$ cat src/rtl/wavegen_cmd_ctrl.sv
// Command queue and decoder between spi_client and the waveform generator core.
// Optional macro WAVEGEN_SYNC_APPLY_EN: waveform changes wait for a phase_wrap pulse while running.
module wavegen_cmd_ctrl #(
    parameter int unsigned        FIFO_DEPTH = 4,
    parameter int unsigned        FREQ_W     = 16,
    parameter logic [FREQ_W-1:0]  FREQ_DEF   = 16'd1024,
    parameter logic [FREQ_W-1:0]  FREQ_STEP  = 16'd256,
    parameter logic [FREQ_W-1:0]  FREQ_MIN   = 16'd256,
    parameter logic [FREQ_W-1:0]  FREQ_MAX   = 16'd16384,
    parameter int unsigned        AMP_W      = 8,
    parameter logic [AMP_W-1:0]   AMP_STEP   = 8'd16
) (
    input  logic              clk,
    input  logic              rst,
    input  logic [3:0]        command,
    input  logic              command_signal,
    input  logic              phase_wrap,
    input  logic              cfg_ack,
    output logic [1:0]        wave_sel,
    output logic [FREQ_W-1:0] freq_word,
    output logic [AMP_W-1:0]  amp,
    output logic              run,
    output logic              cfg_valid,
    output logic              busy,
    output logic              cmd_overflow,
    output logic              cmd_error
);

    localparam int unsigned PTR_W = (FIFO_DEPTH > 1) ? $clog2(FIFO_DEPTH) : 1;
    localparam logic [PTR_W:0] DEPTH_CNT = (PTR_W+1)'(FIFO_DEPTH);

    typedef enum logic [1:0] {
        S_IDLE,
        S_DECODE,
        S_APPLY,
        S_WAIT_ACK
    } state_t;

    state_t r_state, w_state_nxt;

    logic [3:0]       r_fifo [FIFO_DEPTH];
    logic [PTR_W-1:0] r_wr_ptr, r_rd_ptr;
    logic [PTR_W:0]   r_count;
    logic [3:0]       r_cmd;
    logic             w_full, w_empty, w_push, w_pop;

    logic [1:0]        r_wave, r_sh_wave, w_sh_wave;
    logic [FREQ_W-1:0] r_freq, r_sh_freq, w_sh_freq;
    logic [AMP_W-1:0]  r_amp,  r_sh_amp,  w_sh_amp;
    logic              r_run,  r_sh_run,  w_sh_run;
    logic              r_cfg_valid, r_overflow, r_error;
    logic              w_illegal, w_restore, w_changed, w_load;
    logic [FREQ_W:0]   w_freq_inc;
    logic [AMP_W:0]    w_amp_inc;
    logic              w_apply_ok;

    assign w_empty = (r_count == '0);
    assign w_full  = (r_count == DEPTH_CNT);
    assign w_pop   = (r_state == S_IDLE) && !w_empty;
    // A pop in the same cycle frees a slot, so a write into a full queue is still accepted.
    assign w_push  = command_signal && (!w_full || w_pop);

    always_ff @(posedge clk) begin
        if (w_push) begin
            r_fifo[r_wr_ptr] <= command;
        end
    end

    always_ff @(posedge clk or negedge rst) begin
        if (!rst) begin
            r_wr_ptr <= '0;
            r_rd_ptr <= '0;
            r_count  <= '0;
            r_cmd    <= '0;
        end else begin
            if (w_push) begin
                r_wr_ptr <= r_wr_ptr + 1'b1;
            end
            if (w_pop) begin
                r_rd_ptr <= r_rd_ptr + 1'b1;
                r_cmd    <= r_fifo[r_rd_ptr];
            end
            if (w_push && !w_pop) begin
                r_count <= r_count + 1'b1;
            end else if (!w_push && w_pop) begin
                r_count <= r_count - 1'b1;
            end
        end
    end

    assign w_freq_inc = {1'b0, r_sh_freq} + {1'b0, FREQ_STEP};
    assign w_amp_inc  = {1'b0, r_sh_amp} + {1'b0, AMP_STEP};

    always_comb begin
        w_sh_wave = r_sh_wave;
        w_sh_freq = r_sh_freq;
        w_sh_amp  = r_sh_amp;
        w_sh_run  = r_sh_run;
        w_illegal = 1'b0;
        w_restore = 1'b0;
        case (r_cmd)
            4'h0: ;
            4'h1, 4'h2, 4'h3, 4'h4: w_sh_wave = r_cmd[1:0] - 2'd1;
            4'h5: w_sh_freq = (w_freq_inc > {1'b0, FREQ_MAX}) ? FREQ_MAX : w_freq_inc[FREQ_W-1:0];
            4'h6: w_sh_freq = ({1'b0, r_sh_freq} < ({1'b0, FREQ_MIN} + {1'b0, FREQ_STEP}))
                              ? FREQ_MIN : (r_sh_freq - FREQ_STEP);
            4'h7: w_sh_amp  = w_amp_inc[AMP_W] ? '1 : w_amp_inc[AMP_W-1:0];
            4'h8: w_sh_amp  = (r_sh_amp < AMP_STEP) ? '0 : (r_sh_amp - AMP_STEP);
            4'h9: w_sh_run  = 1'b1;
            4'hA: w_sh_run  = 1'b0;
            4'hB: begin
                w_sh_wave = '0;
                w_sh_freq = FREQ_DEF;
                w_sh_amp  = '1;
                w_sh_run  = 1'b0;
                w_restore = 1'b1;
            end
            default: w_illegal = 1'b1;
        endcase
    end

    assign w_changed = ({w_sh_wave, w_sh_freq, w_sh_amp, w_sh_run} != {r_wave, r_freq, r_amp, r_run});

`ifdef WAVEGEN_SYNC_APPLY_EN
    logic w_touch;
    assign w_touch    = (r_sh_wave != r_wave) || (r_sh_freq != r_freq) || (r_sh_amp != r_amp);
    assign w_apply_ok = !(r_run && w_touch) || phase_wrap;
`else
    logic w_unused_phase_wrap;
    assign w_unused_phase_wrap = phase_wrap;
    assign w_apply_ok = 1'b1;
`endif

    always_ff @(posedge clk or negedge rst) begin
        if (!rst) begin
            r_state <= S_IDLE;
        end else begin
            r_state <= w_state_nxt;
        end
    end

    always_comb begin
        w_state_nxt = r_state;
        w_load      = 1'b0;
        case (r_state)
            S_IDLE:     if (w_pop) w_state_nxt = S_DECODE;
            S_DECODE:   w_state_nxt = w_changed ? S_APPLY : S_IDLE;
            S_APPLY: begin
                if (w_apply_ok) begin
                    w_load      = 1'b1;
                    w_state_nxt = S_WAIT_ACK;
                end
            end
            S_WAIT_ACK: if (cfg_ack) w_state_nxt = S_IDLE;
            default:    w_state_nxt = S_IDLE;
        endcase
    end

    always_ff @(posedge clk or negedge rst) begin
        if (!rst) begin
            r_wave      <= '0;
            r_freq      <= FREQ_DEF;
            r_amp       <= '1;
            r_run       <= 1'b0;
            r_sh_wave   <= '0;
            r_sh_freq   <= FREQ_DEF;
            r_sh_amp    <= '1;
            r_sh_run    <= 1'b0;
            r_cfg_valid <= 1'b0;
            r_overflow  <= 1'b0;
            r_error     <= 1'b0;
        end else begin
            if (r_state == S_DECODE) begin
                r_sh_wave <= w_sh_wave;
                r_sh_freq <= w_sh_freq;
                r_sh_amp  <= w_sh_amp;
                r_sh_run  <= w_sh_run;
                if (w_illegal) begin
                    r_error <= 1'b1;
                end
                if (w_restore) begin
                    r_error    <= 1'b0;
                    r_overflow <= 1'b0;
                end
            end
            // A drop in the same cycle as a restore stays flagged: it is the newer event.
            if (command_signal && w_full && !w_pop) begin
                r_overflow <= 1'b1;
            end
            if (w_load) begin
                r_wave      <= r_sh_wave;
                r_freq      <= r_sh_freq;
                r_amp       <= r_sh_amp;
                r_run       <= r_sh_run;
                r_cfg_valid <= 1'b1;
            end
            if ((r_state == S_WAIT_ACK) && cfg_ack) begin
                r_cfg_valid <= 1'b0;
            end
        end
    end

    assign wave_sel     = r_wave;
    assign freq_word    = r_freq;
    assign amp          = r_amp;
    assign run          = r_run;
    assign cfg_valid    = r_cfg_valid;
    assign cmd_overflow = r_overflow;
    assign cmd_error    = r_error;
    assign busy         = (r_state != S_IDLE) || !w_empty;

endmodule

$ cat config.mk
export PLATFORM = sky130hd
export DESIGN_NAME = wavegen_cmd_ctrl
export DESIGN_NICKNAME = d
export VERILOG_FILES = /design/src/rtl/wavegen_cmd_ctrl.sv
export SDC_FILE = /design/constraint.sdc
export NUM_CORES = 1
export LEC_CHECK = 0
export BUFFER_PORTS_ARGS = -buffer_cell sky130_fd_sc_hd__buf_2
export CAP_MARGIN = 20
export CORE_ASPECT_RATIO = 0.8
export CORE_UTILIZATION = 30
export DETAILED_ROUTE_END_ITERATION = 12
export PLACE_DENSITY_LB_ADDON = 0.05
export SLEW_MARGIN = 25
export SYNTH_ARGS = -nofsm -noshare
export SYNTH_HDL_FRONTEND = slang
export SYNTH_SLANG_ARGS = --single-unit
$ cat constraint.sdc
create_clock -name clk -period 2.3 [get_ports clk]
set_input_delay 0.46 -clock clk [delete_from_list [all_inputs] [get_ports clk]]
set_output_delay 0.46 -clock clk [all_outputs]
set_load 0.01 [all_outputs]
==> impl_metrics.tcl <==
set metrics [dict create \
    hp-class "primary input to asynchronous set/reset pin" \
    path_clk_slew_ns 0.07 \
    path_max_fanout 3 \
    async_flop_share 0.8140 \
    final_antenna_net_count 0 \
    htreeDepth 3 \
    die_w_um 146.3 \
    dpl.hpwl_mm 11.42 \
    crit_path_end_kind "flop" \
    clockBufferDepth 2 \
    path_class "flop to flop" \
    synth_cell_types 68 \
    num_rows 41 \
    finalCritPeriodShare 1.155 \
    wire_per_inst_um 17.06 \
    synth_edf_count 16 \
    ys_seq_area_frac 0.4512 \
    drtIter0Drc 247 \
    numCtsBuffers 9 \
    die_area_mm2 0.01718 \
    core_mm2 0.01601 \
    arrival_ns 2.89 \
    stdcell_count 870 \
    syn_area_mm2 0.004997 \
    portBuffers 38 \
    power_leakage_nw 3.000 \
    post-route-drc-count 0 \
    rsz0062_at_grt "true" \
    cp-start-kind "flop" \
    worst_pin_slew_ns 0.5676 \
    ys_warn_count 0 \
    drive_gt1_frac 0.3985 \
    hold_viol 0 \
    fin_area_mm2 0.006812 \
    overflow 0 \
    cp.required_ns 2.53 \
    nNetsFinal 675 \
    start_util 0.3122 \
    clkLatencyLatePin_ns 0.35 \
    pin_count 40 \
    finalSetupViolCount 1 \
    area_delta_synth_final_pct 36.30 \
    syn_inst 503 \
    syn_avg_cell_area_um2 9.935 \
    grt_pass1_vias 4210 \
    syn_nets 527 \
    setup_slack_ns -0.3560 \
    relSlewSlack 0.6202 \
    skew_ns 0.01114 \
    maxSlewViolCount 0 \
    yosysTopAreaCell "dfrtp_1" \
    grt_antenna_before_repair 0 \
    synth_common_cells "52 x dfrtp_1, 48 x nand2_1, 45 x o21ai_0" \
    fillers 1582 \
    synth.top_cell.area_share 0.2604 \
    violations "negative setup slack" \
    outcome "finished, violations left" \
    grtUsageTotal 0.1801 \
    finalPower_mw 9.341 \
    drv_cap 0 \
    ys_ff_latch 86 \
    die_y_um 117.4 \
    power_density_mw_per_mm2 1371 \
    dp_slack_ns -0.5838 \
    cts_tree "built" \
    dpl-instance-area_mm2 0.006331 \
    routed_wirelength_mm 14.84 \
    synth_top_flop_cell "dfrtp_1" \
    vdd_ir_drop_max_v 0.0005184 \
    dr.pass1.iters 4 \
    max_clock_freq_mhz 376.5 \
    via_per_inst 4.953 \
    grt_max_degree 39 \
    synth.most_common_cell "dfrtp_1" \
    rrSetupSlack_ns -0.36 \
    r2r-start "r_sh_freq[8]" \
    gp_congestion 0.8663 \
    num_vias 4309 \
    postCtsHoldBufs 0 \
    rr_worst_depth 12 \
    cts.sinks 86 \
    dp_cells 852 \
    ys_top_cells_by_area "dfrtp_1 26%, edfxtp_1 9.6%, dfstp_2 9.5%, mux2_2 4.5%, o21ai_0 4.5%" \
    crit_start "r_sh_freq[8]" \
    grt_pass1_wl_mm 23.81 \
    cts-root-buf "clkbuf_16" \
    antennaDiodeCount 0 \
    fin_crit_ns 2.656 \
]
==> cell type report <==
type / count / area, um2 / share of cell area
inverters: 25 / 93.84 / 0.01378
multi-input cells: 368 / 2769 / 0.4065
flip-flops and latches: 86 / 2257 / 0.3314
clock inverters: 6 / 46.29 / 0.006796
well taps: 215 / 269.0 / 0.03949
clock buffers: 9 / 225.2 / 0.03306
repair buffers: 161 / 1151 / 0.1690
==> cells by family (layout without fill, tap and decap cells) <==
| logic type | Yosys count | in the layout | share of synthesized area |
|---|---|---|---|
| simple gates | 172 | 172 | 0.1833 |
| compound gates | 125 | 125 | 0.1655 |
| flops | 86 | 86 | 0.4512 |
| buf+inv | 49 | 201 | 0.03931 |
| mux | 31 | 31 | 0.07787 |
| xor+xnor | 25 | 25 | 0.04382 |
| fa+ha+maj | 15 | 15 | 0.03906 |
==> critical path, cell delays in order (launching register included) <==
cell      delay, ns
dfrtp_1        0.43
buf_4          0.16
inv_1          0.07
ha_1           0.21
nor3b_2        0.27
nor4bb_1       0.31
o21ai_1        0.13
o21ai_0        0.16
nor2_1         0.07
nor4_1         0.29
buf_4          0.18
o2111a_1       0.18
a311oi_1       0.08
==> layout by cell type, fill, tap and decap left out, types with 4 or more instances in the layout <==
| cell | netlist | layout |
|---|---|---|
| nand4_1 | 4 | 4 |
| a21o_1 | 5 | 5 |
| nor2_1 | 36 | 35 |
| and2_1 | 8 | 7 |
| nand3b_1 | 5 | 5 |
| buf_6 | 0 | 6 |
| nor2b_1 | 8 | 7 |
| clkbuf_16 | 0 | 9 |
| mux4_2 | 4 | 4 |
| edfxtp_1 | 16 | 16 |
| dfstp_2 | 18 | 18 |
| o22ai_1 | 5 | 5 |
| inv_1 | 25 | 23 |
| xor2_1 | 12 | 11 |
| xnor2_1 | 13 | 13 |
| a21oi_1 | 17 | 16 |
| buf_4 | 1 | 117 |
| nor3_1 | 8 | 8 |
| or3_1 | 4 | 4 |
| a22oi_1 | 4 | 4 |
| mux2i_1 | 6 | 6 |
| ha_1 | 14 | 8 |
| o21a_1 | 5 | 5 |
| nand2_1 | 48 | 46 |
| dfrtp_1 | 52 | 50 |
| ha_4 | 0 | 4 |
| mux2_2 | 20 | 20 |
| nand2b_1 | 9 | 8 |
| a31oi_1 | 7 | 6 |
| nand3_1 | 12 | 11 |
| buf_2 | 7 | 37 |
| o21ai_1 | 2 | 5 |
| o21ai_0 | 45 | 41 |
| nor4bb_1 | 4 | 4 |
| and4_1 | 4 | 4 |
==> metrics by stage <==
stage,TNS [ns],hold WS [ns],util
final,-0.3560,0.06593,0.4256
after global routing,-0.5254,0.09381,0.4256
after CTS,-0.3815,0.07300,0.4167
after detailed placement,-0.7467,0.4501,0.3956
after global placement,-0.6550,0.4451,0.3956
after floorplan,-0.009045,0.1644,-
==> repair_timing <==
item | 4_1_cts | 5_1_grt
pin swaps | 8 | 6
buffers inserted | 0 | 4
gates resized for setup | 9 | 29
gates cloned | 0 | 0
endpoints found under the setup margin | 6 | 13
==> registers in the layout, indices dropped and copies added (netlist names), 3 cells and up, named ones only <==
register / flops
r_count: 3
r_fifo: 16
freq_word: 16
r_sh_freq: 16
r_sh_amp: 8
r_cmd: 4
amp: 8
==> worst min path at each step <==
stage	end	startpoint	slack, ns
after floorplan	asynchronous set/reset pin	rst	0.16
after global placement	freq_word[14]	rst	0.45
after detailed placement	freq_word[14]	rst	0.45
after CTS	r_sh_freq[11]	rst	0.07
after global routing	freq_word[14]	rst	0.09
final	r_sh_freq[11]	rst	0.07
==> routing by layer <==
metal,vias to the layer above,share of wire,GRT usage
li1,2113,-,-
met1,2105,0.52,0.2717
met2,83,0.43,0.2631
met3,8,0.052,0.03852
met4,0,0.0070,0.03320
met5,-,0,0
==> where the power goes <==
part,internal [mW],total [mW],switching (mW)
clock,0.738,1.40,0.662
sequential,2.14,2.63,0.489
combinational,2.56,5.31,2.75
total,5.44,9.34,3.90
No activity file was read; power rests on OpenSTA's default activity.
